File: src/rtl/ex_muldiv_unit.sv
// ex_muldiv_unit
//   Iterative multiply/divide unit for the EX stage. Holds the architectural
//   HI/LO registers, runs MULT/MULTU/DIV/DIVU one bit per cycle and stalls
//   the pipeline while an op is in flight and something wants HI/LO or the
//   unit.
//
//   Sequence: IDLE -> RUN (WIDTH cycles) -> FIX (1 cycle) -> IDLE, so an op
//   occupies the unit for WIDTH+1 cycles after the accepting edge.
//
//   Optional feature: define MULDIV_MADD_EN to enable op 100 MADD and
//   op 101 MSUB ({Hi,Lo} +/-= signed A*B, accumulated at the FIX edge).
//   Without it those codes are ignored like any other undefined op.
//
// Ports
//   Clk      in   rising-edge pipeline clock
//   Rst_n    in   asynchronous active-low reset
//   Start    in   request a new op
//   Op       in   000 MULT, 001 MULTU, 010 DIV, 011 DIVU, 100 MADD, 101 MSUB
//   A, B     in   rs / rt operands
//   Flush    in   abort the in-flight op (no HI/LO update, no Done)
//   Hi_We    in   MTHI write enable
//   Lo_We    in   MTLO write enable
//   Wr_Data  in   MTHI/MTLO data
//   Mf_Req   in   MFHI/MFLO in EX this cycle
//   Hi, Lo   out  architectural HI/LO registers
//   Busy     out  op in flight (registered)
//   Done     out  one-cycle pulse after HI/LO were written by an op
//   Stall    out  Busy & (Start | Mf_Req | Hi_We | Lo_We), combinational
module ex_muldiv_unit #(
  parameter int WIDTH = 32
) (
  input  logic             Clk,
  input  logic             Rst_n,
  input  logic             Start,
  input  logic [2:0]       Op,
  input  logic [WIDTH-1:0] A,
  input  logic [WIDTH-1:0] B,
  input  logic             Flush,
  input  logic             Hi_We,
  input  logic             Lo_We,
  input  logic [WIDTH-1:0] Wr_Data,
  input  logic             Mf_Req,
  output logic [WIDTH-1:0] Hi,
  output logic [WIDTH-1:0] Lo,
  output logic             Busy,
  output logic             Done,
  output logic             Stall
);

  localparam int CW = $clog2(WIDTH);
  localparam logic [CW-1:0]        CNT_LAST = CW'(WIDTH - 1);
  localparam logic [CW-1:0]        CNT_ONE  = {{(CW-1){1'b0}}, 1'b1};
  localparam logic [WIDTH-1:0]     ONE_W    = {{(WIDTH-1){1'b0}}, 1'b1};
  localparam logic [2*WIDTH-1:0]   ONE_2W   = {{(2*WIDTH-1){1'b0}}, 1'b1};
  localparam logic [WIDTH-1:0]     ZERO_W   = {WIDTH{1'b0}};

  localparam logic [2:0] OP_MULT  = 3'b000;
  localparam logic [2:0] OP_MULTU = 3'b001;
  localparam logic [2:0] OP_DIV   = 3'b010;
  localparam logic [2:0] OP_DIVU  = 3'b011;
`ifdef MULDIV_MADD_EN
  localparam logic [2:0] OP_MADD  = 3'b100;
  localparam logic [2:0] OP_MSUB  = 3'b101;
`endif

  typedef enum logic [1:0] {
    ST_IDLE = 2'b00,
    ST_RUN  = 2'b01,
    ST_FIX  = 2'b10
  } state_t;

  function automatic logic [WIDTH-1:0] neg_w(input logic [WIDTH-1:0] v);
    return ~v + ONE_W;
  endfunction

  function automatic logic [2*WIDTH-1:0] neg_2w(input logic [2*WIDTH-1:0] v);
    return ~v + ONE_2W;
  endfunction

  function automatic logic op_valid(input logic [2:0] op);
    logic ok;
    case (op)
      OP_MULT, OP_MULTU, OP_DIV, OP_DIVU: ok = 1'b1;
`ifdef MULDIV_MADD_EN
      OP_MADD, OP_MSUB:                   ok = 1'b1;
`endif
      default:                            ok = 1'b0;
    endcase
    return ok;
  endfunction

  state_t             state_r;
  logic [CW-1:0]      cnt_r;
  logic [2:0]         op_r;
  // MUL: running product. DIV: {remainder, dividend/quotient shift register}.
  logic [2*WIDTH-1:0] work_r;
  // MUL: multiplicand magnitude. DIV: divisor magnitude.
  logic [WIDTH-1:0]   opnd_r;
  logic               neg_res_r;
  logic               neg_rem_r;
  logic               div0_r;
  logic [WIDTH-1:0]   hi_r;
  logic [WIDTH-1:0]   lo_r;
  logic               busy_r;
  logic               done_r;

  logic               signed_op_s;
  logic               div_op_s;
  logic               a_neg_s;
  logic               b_neg_s;
  logic [WIDTH-1:0]   a_mag_s;
  logic [WIDTH-1:0]   b_mag_s;
  logic               accept_s;
  logic [WIDTH:0]     mul_sum_s;
  logic [WIDTH:0]     div_shift_s;
  logic [WIDTH:0]     div_diff_s;
  logic [2*WIDTH-1:0] step_next_s;
  logic [2*WIDTH-1:0] prod_s;
  logic [WIDTH-1:0]   quo_s;
  logic [WIDTH-1:0]   rem_s;
  logic [WIDTH-1:0]   res_hi_s;
  logic [WIDTH-1:0]   res_lo_s;

  // Operand decode, magnitudes and accept condition for the incoming request.
  always_comb begin
    // MADD/MSUB (1xx) are signed, as are the even codes MULT and DIV.
    signed_op_s = Op[2] | ~Op[0];
    div_op_s    = (Op[2:1] == 2'b01);
    a_neg_s     = signed_op_s & A[WIDTH-1];
    b_neg_s     = signed_op_s & B[WIDTH-1];
    a_mag_s     = a_neg_s ? neg_w(A) : A;
    b_mag_s     = b_neg_s ? neg_w(B) : B;
    accept_s    = (state_r == ST_IDLE) & Start & ~Flush & op_valid(Op);
  end

  // One iteration step: shift-add for multiply, restoring shift-subtract for divide.
  always_comb begin
    mul_sum_s   = {1'b0, work_r[2*WIDTH-1:WIDTH]} +
                  (work_r[0] ? {1'b0, opnd_r} : {(WIDTH+1){1'b0}});
    div_shift_s = {work_r[2*WIDTH-1:WIDTH], work_r[WIDTH-1]};
    div_diff_s  = div_shift_s - {1'b0, opnd_r};
    if (op_r[2:1] == 2'b01) begin
      // Negative difference (borrow) means the divisor did not fit: restore.
      if (div_diff_s[WIDTH]) begin
        step_next_s = {div_shift_s[WIDTH-1:0], work_r[WIDTH-2:0], 1'b0};
      end else begin
        step_next_s = {div_diff_s[WIDTH-1:0], work_r[WIDTH-2:0], 1'b1};
      end
    end else begin
      step_next_s = {mul_sum_s, work_r[WIDTH-1:1]};
    end
  end

  // Sign correction and final HI/LO values written at the FIX edge.
  always_comb begin
    prod_s   = neg_res_r ? neg_2w(work_r) : work_r;
    quo_s    = neg_res_r ? neg_w(work_r[WIDTH-1:0]) : work_r[WIDTH-1:0];
    // With a zero divisor the remainder ends up as |A|, so this restores A.
    rem_s    = neg_rem_r ? neg_w(work_r[2*WIDTH-1:WIDTH]) : work_r[2*WIDTH-1:WIDTH];
    res_hi_s = hi_r;
    res_lo_s = lo_r;
    case (op_r)
      OP_MULT, OP_MULTU: begin
        {res_hi_s, res_lo_s} = prod_s;
      end
      OP_DIV, OP_DIVU: begin
        res_hi_s = rem_s;
        if (div0_r) begin
          res_lo_s = {WIDTH{1'b1}};
        end else begin
          res_lo_s = quo_s;
        end
      end
`ifdef MULDIV_MADD_EN
      OP_MADD: begin
        {res_hi_s, res_lo_s} = {hi_r, lo_r} + prod_s;
      end
      OP_MSUB: begin
        {res_hi_s, res_lo_s} = {hi_r, lo_r} - prod_s;
      end
`endif
      default: begin
        res_hi_s = hi_r;
        res_lo_s = lo_r;
      end
    endcase
  end

  // Control FSM, iteration datapath, HI/LO registers and status outputs.
  always_ff @(posedge Clk or negedge Rst_n) begin
    if (!Rst_n) begin
      state_r   <= ST_IDLE;
      cnt_r     <= {CW{1'b0}};
      op_r      <= 3'b000;
      work_r    <= {(2*WIDTH){1'b0}};
      opnd_r    <= ZERO_W;
      neg_res_r <= 1'b0;
      neg_rem_r <= 1'b0;
      div0_r    <= 1'b0;
      hi_r      <= ZERO_W;
      lo_r      <= ZERO_W;
      busy_r    <= 1'b0;
      done_r    <= 1'b0;
    end else begin
      done_r <= 1'b0;
      // MTHI/MTLO only land while idle; busy writes are held off by Stall.
      if (!busy_r && Hi_We) begin
        hi_r <= Wr_Data;
      end
      if (!busy_r && Lo_We) begin
        lo_r <= Wr_Data;
      end
      case (state_r)
        ST_IDLE: begin
          if (accept_s) begin
            op_r      <= Op;
            work_r    <= div_op_s ? {ZERO_W, a_mag_s} : {ZERO_W, b_mag_s};
            opnd_r    <= div_op_s ? b_mag_s : a_mag_s;
            neg_res_r <= a_neg_s ^ b_neg_s;
            neg_rem_r <= a_neg_s;
            div0_r    <= div_op_s & (B == ZERO_W);
            cnt_r     <= {CW{1'b0}};
            busy_r    <= 1'b1;
            state_r   <= ST_RUN;
          end
        end
        ST_RUN: begin
          if (Flush) begin
            busy_r  <= 1'b0;
            state_r <= ST_IDLE;
          end else begin
            work_r <= step_next_s;
            cnt_r  <= cnt_r + CNT_ONE;
            if (cnt_r == CNT_LAST) begin
              state_r <= ST_FIX;
            end
          end
        end
        ST_FIX: begin
          busy_r  <= 1'b0;
          state_r <= ST_IDLE;
          if (!Flush) begin
            hi_r   <= res_hi_s;
            lo_r   <= res_lo_s;
            done_r <= 1'b1;
          end
        end
        default: begin
          busy_r  <= 1'b0;
          state_r <= ST_IDLE;
        end
      endcase
    end
  end

  assign Hi    = hi_r;
  assign Lo    = lo_r;
  assign Busy  = busy_r;
  assign Done  = done_r;
  assign Stall = busy_r & (Start | Mf_Req | Hi_We | Lo_We);

endmodule

File: config.mk
export PLATFORM = sky130hd
export DESIGN_NAME = ex_muldiv_unit
export DESIGN_NICKNAME = d
export VERILOG_FILES = /design/src/rtl/ex_muldiv_unit.sv
export SDC_FILE = /design/constraint.sdc
export NUM_CORES = 1
export LEC_CHECK = 0
export CORE_MARGIN = 1
export CORE_UTILIZATION = 55
export CTS_CLUSTER_SIZE = 25
export DETAILED_ROUTE_END_ITERATION = 7
export PLACE_DENSITY = 0.79
export RECOVER_POWER = 25
export SLEW_MARGIN = 40
export SYNTH_ARGS = -nofsm -noshare
export SYNTH_HDL_FRONTEND = slang
export SYNTH_SLANG_ARGS = --single-unit
export TNS_END_PERCENT = 20
File: constraint.sdc
create_clock -name Clk -period 7.4 [get_ports Clk]
set_input_delay 2.22 -clock Clk [delete_from_list [all_inputs] [get_ports Clk]]
set_output_delay 2.22 -clock Clk [all_outputs]
set_load 0.1 [all_outputs]
=== Word-level counts from Yosys, hierarchy flattened ===
Cells that the tools add are included.

* Reduce and logical (&&, ||, !) cells: 15
* Bitwise logic cells: 19
* Add/subtract/negate cells: 8
* Muxes and demuxes: 35
* Eq/ne operators: 16

{| class="wikitable"
|+ Operators by type and width
! operator !! count
|-
| 2-to-1 mux 32 bit || 14
|-
| 2-to-1 mux 64 bit || 5
|-
| adder 32 x 1 -> 32 bit (second input constant) || 4
|-
| NOT 32 bit || 4
|-
| case mux 32 bit (2 select lines) || 2
|-
| case mux 64 bit (2 select lines) || 1
|-
| adder 64 x 1 -> 64 bit (second input constant) || 1
|-
| NOT 64 bit || 1
|-
| adder 32 x 32 -> 33 bit || 1
|-
| subtractor 33 x 32 -> 33 bit || 1
|-
| zero test 32 bit || 1
|-
| equality test 3 x 2 -> 1 bit (second input constant) || 4
|-
| 2-to-1 mux 5 bit || 2
|-
| case mux 5 bit (2 select lines) || 1
|-
| AND 1 bit || 7
|-
| equality test 2 x 1 -> 1 bit (second input constant) || 3
|-
| equality test 3 x 1 -> 1 bit (second input constant) || 2
|-
| zero test 3 bit || 2
|-
| 2-to-1 mux 2 bit || 3
|-
| inequality test 2 bit (second input constant) || 3
|-
| AND reduction 2 bit || 3
|-
| adder 5 x 1 -> 5 bit (second input constant) || 1
|-
| equality test 5 bit (second input constant) || 1
|-
| 2-to-1 mux 1 bit || 5
|-
| other kinds (15) || 21
|}

* Logic and storage cells: 105
* Register bits: 175
* Input bits: 106

=== Logic depth before layout (Yosys ltp) ===
* Depth after elaboration: 7
* Depth in mapped cells: 17
* Gate-level depth less buffers: 15

=== Worst setup path before layout ===
OpenSTA, ideal clock, no wires.

* Kind: input to output
* From: input Hi_We
* To: output Stall
* Path slack: 2138 ps
* Data required time: 5180 ps
* Data arrival time: 3042 ps
* Buffers on the path: 0
* Stages: 1
* Path through: o41a_1

* Cells in the longest elaborated chain, start to end: 3

{| class="wikitable"
|+ RTL lines
! what !! RTL line !! RTL
|-
| start, declared || 39 || <nowiki>input logic Hi_We,</nowiki>
|-
| OR 1 bit (2 in a row) || 260 || <nowiki>assign Stall = busy_r & (Start | Mf_Req | Hi_We | Lo_We);</nowiki>
|-
| AND 1 bit || 260 ||
|-
| end, declared || 47 || <nowiki>output logic Stall</nowiki>
|}

No other way between the ends.

==> reports/qor.csv <==
metric;value;unit
crit end category;async pin;
width of the die;165;um
starting density of the core;0.562;
Die Ht;165;um
largest net degree at the start of global routing;71;
top post-synthesis cells by area;dfrtp_1 30%, a21oi_1 8.5%, o21ai_0 6.7%;
Setup-failing EPs final;0;
Routed WL per cell;20.4;um
worst slew pin tran;3.70;ns
register area;4360;sq um
Worst IR Drop VDD;0.000303;V
fillers;2242;
Post-synth EDFFs;0;
crit-path cells;clkbuf_1, clkbuf_2;
Hold Buf Count CTS;0;
Mapped Cells;1934;
CTS Root Cell;clkbuf_16;
Die ar.;27300;sq um
clock-pin slew on the worst setup and hold paths;0.08;ns
clk_lat worst skew;0.45;ns
fin. max-slew vios;71;
Final period util;0.764;
length of the first detailed-routing pass in iterations;5;
CTS sink cnt;174;
PortBufs;172;
layout cells sized above 1;0.0817;
via count;15200;
first-pass GRT wire length;74400;um
fin crit period;5.66;ns
Hold Fails Final Rpt;0;
fin area;16900;sq um
Remaining Overflow, GRT;0;
Global Route Usage Sum;0.357;
via density per instance;6.37;
core area;26100;sq um
cell count along the critical path;2;
Post-DP HPWL;36600;um
most frequent cell after synthesis;a21oi_1;
fmax;177;MHz
CP arrival;6.05;ns
worst clock skew;0.0147;ns
sequential share of the synthesized area;0.297;
Ys Warns;0;
pre-CTS worst setup slack;1.80;ns
CTS tree;built;
Max stage delay on crit path;2.56;ns
antenna-violating nets left;0;
Async SR Flop Fraction;1.00;
final worst setup slack;1.74;ns
failing checks;capacitance limit, slew limit;
pwr dens;392;nW/um^2
outcome;complete, but fails checks;
RSZ-0062 raised after global routing;false;
diode count;0;
crit path buf inv count;2;
top cell type's share of synthesized area;0.297;
CP Launch Point;Rst_n;
number of buffers created by CTS;17;
Detailed Route Iter0 Violations;1856;
routability cong.;1.00;
FF-to-FF setup slack;3.17;ns
Area after DPL;16200;sq um
CP startpoint kind;primary input;
Synth top cells by count;249 x a21oi_1, 229 x nor2_1, 214 x nand2_1;
top fanout value on the critical path;70;
Synth Area per Inst;7.57;sq um
Crit path max-delay family;buffers and inverters;
number of synthesized register bits;174;
RR Startpoint;work_r[0]$_DFFE_PN0P_;
Yosys top cell by area;dfrtp_1;
post-CTS setup repair buffer count;0;
synth unique cells;80;
syn_nets;2112;
std cell rows;59;
final net count;2209;
synth-to-layout area growth;15.1;%
LEAKAGE;7.19;nW
IO Count;173;
area of the multi-input gates;9700;sq um
slew margin rel.;-1.47;
initial antenna violation count;0;
Critical Path RT;7.79;ns
Top FF cell, synth;dfrtp_1;
r2r endpoint;work_r[61]$_DFFE_PN0P_;
WHS Path Cells;2;
hold crit path type;reg2reg;
vias in the first global route;13800;
CP max stage cell;clkbuf_1;
crit path to;work_r[44]$_DFFE_PN0P_;
Fin Setup TNS;0;ns
DRC;0;
maximum clock insertion buffer count;2;
H-tree depth;4;
area of the mapped netlist;14600;sq um
MaxCap Viol Count;1;
CTS resizes;0;
crit path kind;in2async;
final WL;48600;um
R2R cell count;15;
==> power breakdown <==
part           internal [W]  switching [W]
clock network      0.000523       0.000461
logic               0.00131        0.00264
registers           0.00122       0.000458
total               0.00305        0.00356
==> worst min path at each step <==
stage / from / to / slack [ns]
6_report: opnd_r[31]$_DFFE_PN0P_ / opnd_r[31]$_DFFE_PN0P_ / 0.48
5_1_grt: opnd_r[23]$_DFFE_PN0P_ / opnd_r[23]$_DFFE_PN0P_ / 0.51
4_1_cts: opnd_r[31]$_DFFE_PN0P_ / opnd_r[31]$_DFFE_PN0P_ / 0.49
3_5_place_dp: opnd_r[31]$_DFFE_PN0P_ / opnd_r[31]$_DFFE_PN0P_ / 0.47
3_3_place_gp: opnd_r[15]$_DFFE_PN0P_ / opnd_r[15]$_DFFE_PN0P_ / 0.47
2_1_floorplan: opnd_r[10]$_DFFE_PN0P_ / opnd_r[10]$_DFFE_PN0P_ / 0.45
==> per-stage QoR <==
stage                     hold WS (ns)  power [W]   util  std cells
after floorplan                  0.450    0.00459      -       1934
after global placement           0.467    0.00558  0.634       2346
after detailed placement         0.470    0.00554  0.623       2347
after CTS                        0.487    0.00654  0.647       2379
after global routing             0.511    0.00702  0.647       2379
final                            0.482    0.00661  0.647       2379
==> cell usage in the layout (no fill, tap or decap), types with 23 or more instances in the layout <==
cell type / synthesis / layout
nor3_1: 41 / 41
xnor2_1: 105 / 105
nand2_1: 214 / 210
clkdlybuf4s50_1: 0 / 104
xor2_1: 67 / 67
nor2_1: 229 / 224
a21o_1: 27 / 27
o31ai_1: 23 / 23
nand3_1: 26 / 25
dfrtp_1: 174 / 173
a21oi_1: 249 / 249
inv_1: 56 / 56
o22ai_1: 34 / 34
o21ai_0: 197 / 197
mux2i_1: 25 / 25
buf_2: 5 / 67
ha_1: 70 / 70
a31oi_1: 24 / 24
==> cell families after synthesis <==
logic type / synth area share
XOR/XNOR: 0.103
AO/OA/AOI/OAI: 0.269
buffers and inverters: 0.0445
multiplexers: 0.0194
adder cells (fa/ha/maj): 0.0625
flip-flops: 0.297
AND/OR/NAND/NOR: 0.205
==> layer usage <==
metal / part of all wire / global-route usage / routed length [um] / up-vias
li1: - / - / - / 7090
met2: 0.44 / 0.549 / 21100 / 841
met3: 0.095 / 0.0512 / 4610 / 115
met4: 0.058 / 0.207 / 2840 / 0
met5: 0 / 0 / 0 / -
met1: 0.41 / 0.477 / 20000 / 7104
==> state kept, by name, summed over array words and instances, names as in the netlist <==
signal     cells
work_r        64
Hi            32
Lo            32
opnd_r        32
cnt_r          5
op_r           2
state_r        2
Busy           1
Done           1
div0_r         1
neg_rem_r      1
neg_res_r      1
==> final cells by class <==
| class | count | area share |
|---|---|---|
| tap | 335 | 0.0249 |
| multi-input combinational | 1590 | 0.575 |
| clock buffer | 17 | 0.0252 |
| sequential | 174 | 0.258 |
| timing repair buffer | 191 | 0.0909 |
| inverter | 57 | 0.0127 |
| clock inverter | 15 | 0.0131 |
Note: power is estimated with default switching activity, not from simulation.
